==> src/rtl/pe_array_input_skewer.sv <==
// rtl/pe_array_input_skewer.sv - skews packed activation vectors into a diagonal wavefront for the PE array
module pe_array_input_skewer #(
    parameter int ROWS   = 4,
    parameter int DATA_W = 16
) (
    input  logic                   clk,
    input  logic                   rst,
    input  logic                   in_valid,
    output logic                   in_ready,
    input  logic                   in_last,
    input  logic [ROWS*DATA_W-1:0] in_data,
    input  logic                   adv_en,
    output logic [ROWS*DATA_W-1:0] iact_out,
    output logic [ROWS-1:0]        lane_valid,
    output logic                   busy,
    output logic                   done
);

    localparam int CNT_W = (ROWS > 1) ? $clog2(ROWS) : 1;

    typedef enum logic [1:0] {
        S_IDLE,
        S_STREAM,
        S_FLUSH
    } state_t;

    state_t             state_q, state_d;
    logic [CNT_W-1:0]   cnt_q, cnt_d;
    logic               done_q, done_d;
    logic               xfer;

    assign in_ready = adv_en && (state_q == S_IDLE || state_q == S_STREAM);
    assign xfer     = in_valid && in_ready;
    assign busy     = (state_q != S_IDLE);
    assign done     = done_q;

    always_comb begin
        state_d = state_q;
        cnt_d   = cnt_q;
        done_d  = done_q;
        if (adv_en) begin
            done_d = 1'b0;
            case (state_q)
                S_IDLE, S_STREAM: begin
                    if (xfer) begin
                        if (in_last) begin
                            if (ROWS == 1) begin
                                state_d = S_IDLE;
                                done_d  = 1'b1;
                            end else begin
                                state_d = S_FLUSH;
                                cnt_d   = CNT_W'(ROWS - 1);
                            end
                        end else begin
                            state_d = S_STREAM;
                        end
                    end
                end
                S_FLUSH: begin
                    // Counter hits zero on the edge that moves the last element into lane ROWS-1.
                    cnt_d = cnt_q - CNT_W'(1);
                    if (cnt_q == CNT_W'(1)) begin
                        state_d = S_IDLE;
                        done_d  = 1'b1;
                    end
                end
                default: state_d = S_IDLE;
            endcase
        end
    end

    always_ff @(posedge clk or posedge rst) begin
        if (rst) begin
            state_q <= S_IDLE;
            cnt_q   <= '0;
            done_q  <= 1'b0;
        end else begin
            state_q <= state_d;
            cnt_q   <= cnt_d;
            done_q  <= done_d;
        end
    end

    for (genvar i = 0; i < ROWS; i++) begin : g_lane
        logic [DATA_W-1:0] dat_q [0:i];
        logic [DATA_W-1:0] dat_d [0:i];
        logic [i:0]        vld_q, vld_d;

        always_comb begin
            vld_d = vld_q;
            for (int j = 0; j <= i; j++) begin
                dat_d[j] = dat_q[j];
            end
            if (adv_en) begin
                // Bubbles and flush cycles load zero so downstream PEs leave psum untouched.
                dat_d[0] = xfer ? in_data[i*DATA_W +: DATA_W] : '0;
                vld_d[0] = xfer;
                for (int j = 1; j <= i; j++) begin
                    dat_d[j] = dat_q[j-1];
                    vld_d[j] = vld_q[j-1];
                end
            end
        end

        always_ff @(posedge clk or posedge rst) begin
            if (rst) begin
                vld_q <= '0;
                for (int j = 0; j <= i; j++) begin
                    dat_q[j] <= '0;
                end
            end else begin
                vld_q <= vld_d;
                for (int j = 0; j <= i; j++) begin
                    dat_q[j] <= dat_d[j];
                end
            end
        end

        assign iact_out[i*DATA_W +: DATA_W] = dat_q[i];
        assign lane_valid[i]                = vld_q[i];
    end

endmodule

==> config.mk <==
export PLATFORM = sky130hd
export DESIGN_NAME = pe_array_input_skewer
export DESIGN_NICKNAME = d
export VERILOG_FILES = /design/src/rtl/pe_array_input_skewer.sv
export SDC_FILE = /design/constraint.sdc
export NUM_CORES = 1
export LEC_CHECK = 0
export CORE_ASPECT_RATIO = 1.2
export CORE_UTILIZATION = 50
export DETAILED_ROUTE_END_ITERATION = 8
export GPL_TIMING_DRIVEN = 0
export PLACE_DENSITY = 0.87
export SYNTH_ARGS = -nofsm -noshare
export SYNTH_HDL_FRONTEND = slang
export SYNTH_SLANG_ARGS = --single-unit
==> constraint.sdc <==
create_clock -name clk -period 13.35 [get_ports clk]
set_input_delay 3.3375 -clock clk [delete_from_list [all_inputs] [get_ports clk]]
set_output_delay 3.3375 -clock clk [all_outputs]
set_load 0.02 [all_outputs]
==> flow_summary.yaml <==
drt:
  first_pass_iters: 5
  routed_via_density: 5.18
  ant_nets: 0
  route.detailed.drc: 0
  vias: 3974
  drtIter0Drc: 137
  wl_per_cell_um: 17.0
  routed_wl_um: 13000
critical_path:
  worstPathRequired_ns: 10.01
  crit_chain: "buf_2, nor2b_4, clkdlybuf4s50_1"
  cp_top_family: "buffers and inverters"
  worstReg2RegStart: "state_q[1]"
  slowest_delay_ns: 0.62
  reg2reg_depth: 5
  cp_num_buf_inv: 2
  end_kind: "output port"
  worstPathMaxFanout: 7
  r2r-end: "g_lane[2].dat_q[45]"
  start_kind: "primary input"
  crit_slowest_cell: "clkdlybuf4s50_1"
  crit_type: "primary input to output port"
  crit_arrival_ns: 4.30
  r2r_slack_ns: 11.94
timing:
  whs_ns: 0.479
  finalHoldViolations: 0
  setup_violations: 0
  rsz0062_at_grt: "false"
  fin_crit_sh_pct: 57.2
  relSlewSlack_pct: 51.1
  maxSlewViolCount: 0
  fin_tns_setup_ns: 0
  max_slew.worst_pin.slew_ns: 0.733
  fin_worst_skew_ns: 0.00520
  fin_crit_ns: 7.64
  fmax_mhz: 131
final_layout:
  regArea_um2: 4230
  final_cells: 767
  design_area_um2: 8750
  fill_cells: 888
  multiInputGateArea_um2: 1820
  nets: 660
  area_growth_pct: 32.6
  final_layout_size_suffix_gt1_share_pct: 22.7
  n_antenna_cell: 0
power:
  power_mw: 1.47
  seqPwrFrac_pct: 45.4
  power.density_nw_per_um2: 168
  p_int_mw: 1.08
  ir_worst_vdd_uv: 92.8
  p_switching_mw: 0.393
  swShare_pct: 26.8
  p_clk_share_pct: 30.3
  p_comb_share_pct: 24.3
  p_leak_nw: 4.27
place:
  gp_congestion: 0.743
  place_area_um2: 8210
  portBuffers: 138
  hpwl_um: 9170
  dp_cells: 735
clock_network:
  root_buffer: "clkbuf_16"
  clk_pin_slew_worst_paths_ns: 0.06
  cts_setup_buffers: 0
  cts_tree: "built"
  clockBufferDepth: 2
  cts_max_level: 4
  clkSinkCount: 169
  clock_latency_ns: 0.41
  hold_buffers: 0
  post_cts_resized: 0
  cts_buffers: 17
die:
  io_pins: 140
  placementRows: 45
  die_w_um: 107
  dieArea_um2: 13700
  core_um2: 12800
  die_h_um: 128
  start_util_pct: 51.6
yosys:
  yosysSeqAreaShare_pct: 64.1
  syn_inst: 432
  dominantRegCellSynth: "dfrtp_1"
  synth_edf_count: 0
  synth.largest_area_cell: "dfrtp_1"
  ys_ff_latch: 169
  ys.warnings.count: 0
  synth_top_area_share_pct: 64.1
  syn_area_per_cell_um2: 15.3
  ys_types: 23
  synthArstFlopShare_pct: 100
  synth.area.top_cells: "dfrtp_1 (64%), mux2_1 (11%), a22o_1 (8.5%)"
  synthesis.nets: 502
  netlist_area_um2: 6590
global_route:
  grt_pass1_wl_um: 21500
  grt_use_total_pct: 20.6
  grt_max_degree: 88
  grt_pass1_vias: 4299
  grt_overflow: 0
  antenna_found_initial: 0
min_path:
  min_path_cells: 1
  hold_path_class: "flop to flop"
  hold_start: "g_lane[3].dat_q[40]"
  hold-path-endpoint: "g_lane[3].dat_q[40]"
run:
  drv_cap: 0
outcome:
  status: "finished, final reports clean"
[power groups by stage]
stage               registers (mW)  logic (mW)  clock network [mW]
floorplan                    0.671       0.209                   0
global placement             0.668       0.348                   0
detailed placement           0.676       0.361                   0
CTS                          0.668       0.362               0.452
global route                 0.680       0.381               0.476
finish                       0.667       0.357               0.445
[logic make-up (layout without fill, tap and decap cells)]
logic type      after synthesis  count (layout)  share of synthesized area, %
simple gates                  7               7                         0.702
flops                       169             169                          64.1
compound gates               76              76                          9.64
fa+ha+maj                     1               1                         0.190
buf+inv                      79             250                          8.27
mux                         100             100                          17.1
[final cells by class]
| class | instances | share of cell area [%] |
|---|---|---|
| Clock inverter | 9 | 0.858 |
| Inverter | 4 | 0.229 |
| Multi-Input combinational cell | 184 | 20.8 |
| Clock buffer | 23 | 5.24 |
| Sequential cell | 169 | 48.4 |
| Timing Repair Buffer | 139 | 16.1 |
| Tap cell | 164 | 2.35 |
| Buffer | 75 | 6.07 |
[registers in the layout, summed over array words and instances, names as in the netlist]
name,cells
cnt_q,2
done,1
g_lane.dat_q,112
g_lane.vld_q,4
iact_out,48
state_q,2
[metal layers]
| metal | global-route usage, % | vias up | share of wire, % |
|---|---|---|---|
| met5 | 0 | - | 0 |
| met4 | 5.96 | 0 | 1.3 |
| met3 | 6.10 | 11 | 5.0 |
| met2 | 35.8 | 108 | 53 |
| met1 | 24.9 | 2047 | 41 |
| li1 | - | 1808 | - |
[per-stage QoR]
step | util, % | worst slack, ns
after detailed placement | 64.3 | 5.71
after global routing | 68.4 | 5.68
final | 68.4 | 5.71
after floorplan | - | 5.44
after CTS | 68.4 | 5.71
after global placement | 64.0 | 3.73
[cell usage in the layout (no fill, tap or decap), types with 3 or more instances in the layout]
cell,instances
a22o_1,64
buf_2,16
mux2_2,33
clkdlybuf4s50_1,138
mux2_1,66
a21oi_1,4
clkbuf_1,9
clkbuf_16,17
o21ai_1,3
buf_6,6
clkinv_2,6
buf_4,49
dfrtp_1,169
nand2_1,3
[how the worst max path moves through the flow]
stage	from	to	slack, ns	cells after the start
2_1_floorplan	rst	cnt_q[0]	5.44	1
3_3_place_gp	rst	g_lane[0].dat_q[11]	3.73	2
3_5_place_dp	adv_en	in_ready	5.71	3
4_1_cts	adv_en	in_ready	5.71	3
5_1_grt	adv_en	in_ready	5.68	3
6_report	adv_en	in_ready	5.71	3
[synth_stat cells, types with 2 or more instances]
| cell | number |
|---|---|
| dfrtp_1 | 169 |
| mux2_1 | 66 |
| a22o_1 | 64 |
| buf_4 | 49 |
| mux2_2 | 33 |
| buf_2 | 16 |
| buf_6 | 6 |
| a21oi_1 | 4 |
| clkbuf_1 | 4 |
| inv_1 | 3 |
| nand2_1 | 3 |
| o21ai_1 | 3 |
| a21o_1 | 2 |
(Power assumes the default switching activity.)
==> RTL change, RTL diff (same settings) <==
The 3 states of `state_t` get a one-hot encoding in 3 bits.
--- a/src/rtl/pe_array_input_skewer.sv
+++ b/src/rtl/pe_array_input_skewer.sv
@@ -18,10 +18,10 @@
 
     localparam int CNT_W = (ROWS > 1) ? $clog2(ROWS) : 1;
 
-    typedef enum logic [1:0] {
-        S_IDLE,
-        S_STREAM,
-        S_FLUSH
+    typedef enum logic [2:0] {
+        S_IDLE   = 3'b001,
+        S_STREAM = 3'b010,
+        S_FLUSH  = 3'b100
     } state_t;
 
     state_t             state_q, state_d;
Behaviour: no difference found for any inputs over 4 cycles, from zero or initial values and one cycle with rst high; so few cycles prove little.
==> RTL change against the original RTL <==
- wire length grew 5.9%
- sequential cell count grew 1
- first-iteration DRC count shrank 13%
- power grew 17%
- cell area grew 1.9%
- worst setup slack lost 0.42 ns
- synthesized area grew 1.9%
- sequential power grew 9.6%
==> RTL change: results (changes against the original RTL) <==
INFO  metric hold-path-endpoint = g_lane[3].dat_q[17] (was g_lane[3].dat_q[40])
INFO  metric grt_pass1_wl = 22,500 um (was 21,500 um)
INFO  metric synth.distinct_cells = 32 (was 23)
INFO  metric first_global_vias = 4,532 (was 4,299)
INFO  metric number_of_optimization_iterations_in_the_first_detailed_route_pass = 4 (was 5)
INFO  metric synth_area_in_adders = 0.00186 (was 0.00190)
INFO  metric leakage = 4.31 nW (was 4.27 nW)
INFO  metric combinationalPower = 0.000516 W (was 0.000357 W)
INFO  metric largest_register_ff_count = 112 (unchanged)
INFO  metric timing.rr.start = state_q[0] (was state_q[1])
INFO  metric worst_ep_arrival_time = 4.72 ns (was 4.30 ns)
INFO  metric synth.top_cells.by_count = dfrtp_1, mux2_2, a22o_1 (was dfrtp_1, mux2_1, a22o_1)
INFO  metric num_vias = 4,119 (was 3,974)
INFO  metric gpl.final_weighted_congestion = 0.752 (was 0.743)
INFO  metric min_from = g_lane[3].dat_q[33] (was g_lane[3].dat_q[40])
INFO  metric via_per_inst = 5.27 (was 5.18)
INFO  metric synth-compound-area-share = 0.0946 (was 0.0964)
INFO  metric groute.usage.overall = 0.216 (was 0.206)
INFO  metric share_seq_of_total_power = 0.425 (was 0.454)
INFO  metric synthesis.instances = 443 (was 432)
INFO  metric synth_xor_area_frac = 0.00242 (was 0)
INFO  metric cells_on_worst_reg2reg_path = 4 (was 5)
INFO  metric critical-path-max-stage-delay = 0.66 ns (was 0.62 ns)
INFO  metric asyncSetResetFlopFracSynth = 1.00 (unchanged)
INFO  metric swShare = 0.280 (was 0.268)
INFO  metric detailed_place_hpwl = 9470 um (was 9170 um)
INFO  metric status = finished, final reports clean (unchanged)
INFO  metric regToRegEndpoint = state_q[2] (was g_lane[2].dat_q[45])
INFO  metric clk_transition_reported_paths = 0.06 ns (about the same)
INFO  metric grt_max_degree = 98 (was 88)
INFO  metric synthMuxAreaShare = 0.168 (was 0.171)
INFO  metric max_slew_margin = 0.563 (was 0.511)
INFO  metric initialDrtViolationCount = 119 (was 137)
INFO  metric setup.reg_to_reg.worst_slack = 11.71 ns (was 11.94 ns)
INFO  metric layout-drive-gt1-share = 0.337 (was 0.227)
INFO  metric nNetsFinal = 671 (was 660)
INFO  metric postSynthNetCount = 513 (was 502)
INFO  metric power.combinational.fraction = 0.301 (was 0.243)
INFO  metric vdd_drop_max = 0.0974 mV (was 0.0928 mV)
INFO  metric yosys_warnings = 0 (unchanged)
INFO  metric share_of_synthesized_area_occupied_by_flip_flops_and_latches = 0.633 (was 0.641)
INFO  metric crit_path_max_fanout = 10 (was 7)
INFO  metric top_cells_by_area_in_the_synthesized_netlist = dfrtp_1, mux2_2, a22o_1 (was dfrtp_1, mux2_1, a22o_1)
[RTL change: changes by cell type after synthesis, sizes merged, moves of 2 or more]
| cell | delta |
|---|---|
| nor4b | +3 |
| a21oi | -4 |
| clkbuf | +3 |
| o21ai | -3 |
| nor2 | +2 |
| nand2 | -2 |
| nor3 | +3 |
| a22o | +2 |
[RTL change: per-layer routing]
layer / part of all wire / GRT usage
met1: 0.41 / 0.255
met2: 0.52 / 0.369
met3: 0.045 / 0.0679
met4: 0.021 / 0.0814
met5: 0 / 0
[RTL change: layout make-up]
| type | count | area, um^2 |
|---|---|---|
| Buffer | 78 | 544 |
| Clock buffer | 24 | 472 |
| Clock inverter | 8 | 93.8 |
| Fill cell | 935 | 4270 |
| Inverter | 4 | 20.0 |
| Multi-Input combinational cell | 191 | 1900 |
| Sequential cell | 170 | 4260 |
| Tap cell | 168 | 210 |
| Timing Repair Buffer | 139 | 1410 |
[RTL change: how the worst max path moves through the flow]
stage,endpoint,depth (start not counted),slack (ns)
6_report,in_ready,5,5.29
5_1_grt,in_ready,5,5.21
4_1_cts,in_ready,5,5.28
3_5_place_dp,in_ready,5,5.29
3_3_place_gp,iact_out[53],2,3.76
2_1_floorplan,cnt_q[0],1,5.41
[RTL change: stage by stage]
stage / cell area, um^2 / util / worst slack, ns / hold WS [ns]
detailed placement: 8340 / 0.633 / 5.29 / 0.491
floorplan: 6720 / - / 5.41 / 0.467
global route: 8910 / 0.676 / 5.21 / 0.514
global placement: 8310 / 0.631 / 3.76 / 0.483
CTS: 8910 / 0.676 / 5.28 / 0.505
finish: 8910 / 0.676 / 5.29 / 0.501
[RTL change: cell families after synthesis]
family          count (synthesis)
compound gates                 73
buf+inv                        82
fa+ha+maj                       1
simple gates                   16
xor+xnor                        1
flops                         170
mux                           100
